`config.mk`:
```
export PLATFORM = sky130hd
export DESIGN_NAME = stopwatch_ctrl
export DESIGN_NICKNAME = d
export VERILOG_FILES = /design/src/rtl/stopwatch_ctrl.sv
export SDC_FILE = /design/constraint.sdc
export NUM_CORES = 1
export LEC_CHECK = 0
export ABC_AREA = 1
export CORE_MARGIN = 1
export CORE_UTILIZATION = 40
export CTS_BUF_LIST = sky130_fd_sc_hd__clkbuf_16
export DETAILED_ROUTE_END_ITERATION = 8
export PLACE_DENSITY = 0.81
export SETUP_SLACK_MARGIN = 0.02
export SLEW_MARGIN = 20
export SYNTH_ARGS = -nofsm -noshare
export SYNTH_HDL_FRONTEND = slang
export SYNTH_SLANG_ARGS = --single-unit
```
`constraint.sdc`:
```
create_clock -name clk -period 1.5 [get_ports clk]
set_input_delay 0.45 -clock clk [delete_from_list [all_inputs] [get_ports clk]]
set_output_delay 0.45 -clock clk [all_outputs]
set_load 0.005 [all_outputs]
```
`src/rtl/stopwatch_ctrl.sv`:
```
// Run/pause/clear/preset sequencer for four cascaded BCD digit counters (MM:SS).
// Front-panel pulses are registered once; every output is a register updated from those registered events.
module stopwatch_ctrl (
  input  logic       clk,
  input  logic       rst,
  input  logic       tick,
  input  logic       start_stop,
  input  logic       clear,
  input  logic       preset,
  input  logic       dir,
  input  logic [3:0] d0,
  input  logic [3:0] d1,
  input  logic [3:0] d2,
  input  logic [3:0] d3,
  output logic [3:0] count,
  output logic       mode,
  output logic       load,
  output logic       cnt_rst,
  output logic       alarm,
  output logic [1:0] state
);

  typedef enum logic [1:0] {
    S_IDLE    = 2'b00,
    S_RUN     = 2'b01,
    S_PAUSE   = 2'b10,
    S_EXPIRED = 2'b11
  } state_t;

  state_t state_q, state_d;

  logic tick_q, ss_q, clr_q, pre_q, dir_q;

  logic [3:0] count_d;
  logic       mode_d, load_d, cnt_rst_d, alarm_d;

  logic       all_zero, up_terminal;
  logic       roll0, roll1, roll2;
  logic [3:0] count_vec;
  logic       down_expired;
  logic       tick_ok;
  logic       can_start;

  // Event capture stage: an event seen at edge N acts on STATE at edge N+1.
  always_ff @(posedge clk) begin
    if (rst) begin
      tick_q <= 1'b0;
      ss_q   <= 1'b0;
      clr_q  <= 1'b0;
      pre_q  <= 1'b0;
      dir_q  <= 1'b0;
    end else begin
      tick_q <= tick;
      ss_q   <= start_stop;
      clr_q  <= clear;
      pre_q  <= preset;
      dir_q  <= dir;
    end
  end

  assign all_zero    = (d0 == 4'd0) && (d1 == 4'd0) && (d2 == 4'd0) && (d3 == 4'd0);
  assign up_terminal = (d3 == 4'd5) && (d2 == 4'd9) && (d1 == 4'd5) && (d0 == 4'd9);

  // Rollover digit depends on direction: 9/5/9 counting up, 0 counting down.
  assign roll0 = mode ? (d0 == 4'd9) : (d0 == 4'd0);
  assign roll1 = mode ? (d1 == 4'd5) : (d1 == 4'd0);
  assign roll2 = mode ? (d2 == 4'd9) : (d2 == 4'd0);
  assign count_vec = {roll0 & roll1 & roll2, roll0 & roll1, roll0, 1'b1};

  // Gating on count==0 ignores digits that are stale while a COUNT cycle is in flight.
  assign down_expired = !mode && all_zero && (count == 4'd0);
  assign tick_ok      = tick_q && !pre_q;
  assign can_start    = (state_q == S_IDLE) || (state_q == S_PAUSE);

  always_ff @(posedge clk) begin
    if (rst) begin
      state_q <= S_IDLE;
      count   <= 4'd0;
      mode    <= 1'b1;
      load    <= 1'b0;
      cnt_rst <= 1'b0;
      alarm   <= 1'b0;
    end else begin
      state_q <= state_d;
      count   <= count_d;
      mode    <= mode_d;
      load    <= load_d;
      cnt_rst <= cnt_rst_d;
      alarm   <= alarm_d;
    end
  end

  always_comb begin
    state_d = state_q;
    if (clr_q) begin
      state_d = S_IDLE;
    end else if (ss_q) begin
      case (state_q)
        S_IDLE, S_PAUSE: state_d = (!dir_q && all_zero) ? S_EXPIRED : S_RUN;
        S_RUN:           state_d = S_PAUSE;
        S_EXPIRED:       state_d = S_PAUSE;
        default:         state_d = S_IDLE;
      endcase
    end else begin
      case (state_q)
        S_IDLE: begin
          if (pre_q) state_d = S_PAUSE;
        end
        S_RUN: begin
          if (down_expired) begin
            state_d = S_EXPIRED;
          end else if (tick_ok && mode && up_terminal) begin
            state_d = S_EXPIRED;
          end
        end
        default: state_d = state_q;
      endcase
    end
  end

  always_comb begin
    count_d   = 4'd0;
    mode_d    = mode;
    load_d    = 1'b0;
    cnt_rst_d = 1'b0;
    if (clr_q) begin
      cnt_rst_d = 1'b1;
    end else if (ss_q) begin
      // Direction is latched only on a real entry into RUN, so MODE is frozen while running.
      if (can_start && (state_d == S_RUN)) mode_d = dir_q;
    end else if (pre_q) begin
      load_d = can_start;
    end else if (tick_ok && (state_q == S_RUN) && (state_d == S_RUN)) begin
      count_d = count_vec;
    end
    alarm_d = (state_d == S_EXPIRED);
  end

  assign state = state_q;

endmodule
```
==> impl_metrics.yaml <==
outcome:
  status: "finished clean"
setup_path:
  end_kind: "flip-flop"
  arrival_ns: 1.59
  worst-setup-path-type: "primary input to flip-flop"
  path_max_fanout: 3
  cp.required_ns: 1.63
  start_kind: "primary input"
route:
  first_pass_iters: 4
  ant_nets: 0
  wl_um: 2270
  first_iter_violations: 17
  vias_per_cell: 4.74
  post-route-drc-count: 0
  wl_per_cell_um: 12.3
  via_count: 876
placement:
  post-dp-hpwl_um: 1410
  io_buffer_count: 32
  pre_cts_ws_ns: -0.410
  routabilityCongestion: 0.826
timing:
  worst_pin_slew_ns: 0.220
  skew_ns: 0.00332
  rsz0062_at_grt: "yes"
  drv_slew: 0
  hold_ws_ns: 0.511
  final.period_utilization_pct: 97.3
  fmaxAchievable_mhz: 685
  setup_viol: 0
  max-slew-margin-rel_pct: 85.3
  setup_ws_ns: 0.0400
  report.final.hold_viol_count: 0
  fin_crit_ns: 1.46
power:
  ir_drop_uv: 667
  pwr_density_cell_nw_per_um2: 875
  p_seq_share_pct: 37.4
  p_int_mw: 0.868
  power_frac_comb_pct: 17.2
  p_leak_nw: 0.670
  switching_share_pct: 23.7
  p_sw_mw: 0.269
  total_power_mw: 1.14
  p_clk_share_pct: 45.4
logic_synthesis:
  postSynthCellCount: 113
  yosys_warnings: 0
  synth_nets: 136
  ys_ff_latch: 15
  ys_seq_area_share_pct: 39.5
  syn_area_per_cell_um2: 6.73
  mappedNetlistArea_um2: 761
  synth_cell_types: 20
floorplan:
  num_rows: 15
  die_width_um: 45.6
  ioPinCount: 33
  start_util_pct: 43.6
  dieArea_um2: 2080
  coreArea_um2: 1750
  die_y_um: 45.6
grt:
  grt_usage_pct: 22.6
  antenna_found_initial: 0
  grt_max_degree: 10
  grt_pass1_vias: 807
  grt_remaining_overflow: 0
  grt_pass1_wl_um: 3260
cells_and_area:
  synthToLayoutAreaGrowth_pct: 70.7
  final_layout_size_suffix_gt1_share_pct: 33.1
  antenna_cells: 0
  nets: 184
clock_network:
  cts_num_sinks: 15
  clk_pin_slew_ns: 0.05
  cts_tree: "yes"
  cts_buffers: 3
  cts-root-buf: "clkbuf_16"
  insertion_delay_ns: 0.24
  hold_buffers: 0
  cts_max_path_buffers: 2
  cts_max_level: 1
min_path:
  hold_class: "flip-flop to flip-flop"
run:
  max_cap_viol_count: 0
## layout by cell type, fill, tap and decap left out, types with 4 or more instances in the layout
cell type	n
clkdlybuf4s15_1	11
clkbuf_2	5
inv_2	4
nand3_2	5
nand2_2	7
nand2_1	18
nor2_2	9
nor2_1	20
inv_1	20
dlygate4sd2_1	9
buf_4	11
dfxtp_1	13
clkdlybuf4s50_1	6
## final cells by class
| type | count | area, um^2 |
|---|---|---|
| clock inverters | 1 | 5.00 |
| well taps | 25 | 31.3 |
| clock buffers | 3 | 75.1 |
| fillers | 144 | 447 |
| flip-flops and latches | 15 | 305 |
| inverters | 24 | 90.1 |
| repair buffers | 44 | 380 |
| multi-input cells | 73 | 412 |
## state kept, by name, summed over array words and instances, names as in the netlist
signal   cells
count        4
clr_q        1
mode         1
dir_q        1
alarm        1
load         1
tick_q       1
ss_q         1
cnt_rst      1
state        2
pre_q        1
## cells by family (layout without fill, tap and decap cells)
family / after synthesis / count (layout) / synth area share [%]
flip-flops: 15 / 15 / 39.5
buffers and inverters: 25 / 72 / 12.3
AO/OA/AOI/OAI: 5 / 5 / 5.10
AND/OR/NAND/NOR: 68 / 68 / 43.1
## Yosys cell counts, drive strengths merged
master	number	area, um^2
nand3	8	50.1
nor3	1	10.0
inv	24	90.1
dfxtp	15	300
nand2	25	98.8
clkbuf	1	3.75
nand4	1	6.26
a21oi	1	5.00
nor2	32	156
a31oi	1	6.26
or2	1	6.26
o21ai	2	21.3
o22ai	1	6.26
## power groups by stage
stage	Combinational, mW	Sequential [mW]	Clock (mW)
2_1_floorplan	0.0747	0.437	0
3_5_place_dp	0.184	0.433	0
5_1_grt	0.213	0.426	0.538
3_3_place_gp	0.179	0.433	0
6_report	0.196	0.425	0.516
4_1_cts	0.179	0.425	0.515
## through the flow
stage	cell area, um^2	utilization [%]	TNS (ns)	std cells
3_3_place_gp	1160	66.5	-2.15	176
4_1_cts	1260	72.3	0	184
3_5_place_dp	1160	66.5	-2.57	176
5_1_grt	1300	74.4	-0.101	185
2_1_floorplan	761	-	0	113
6_report	1300	74.4	0	185
## path summary, 6_finish.rpt
| kind | from | end | slack (ns) | cells past startpoint |
|---|---|---|---|---|
| worst max-delay path | d0[2] | count[3] | 0.04 | 11 |
| worst max register to register | mode | count[3] | 0.04 | 11 |
| worst min-delay path | pre_q | load | 0.51 | 2 |
| worst min register to register | pre_q | load | 0.51 | 2 |
## worst max-delay path, stage by stage
cell and delay [ns]:
clkdlybuf4s15_1 0.19, inv_1 0.07, nand3_1 0.10, nor2_2 0.18, nand3_2 0.11, nand3_2 0.09
nand2_2 0.07, nand2_2 0.09, nand3_2 0.09, nand4_1 0.10, nor2_1 0.05
## timing repair
action,in CTS,in global routing
gates cloned,0,0
pin swaps,19,23
endpoints found under the setup margin,16,8
hold endpoints to repair,0,0
buffers inserted,4,1
gates resized for setup,33,34
## per-layer routing
metal	track usage (%)	share of wire, %	vias to the layer above
met4	11.5	3.2	0
met1	24.3	40	394
met5	0	0	-
met3	5.95	5.7	10
met2	40.0	51	38
li1	-	-	434
(Power assumes the default switching activity.)
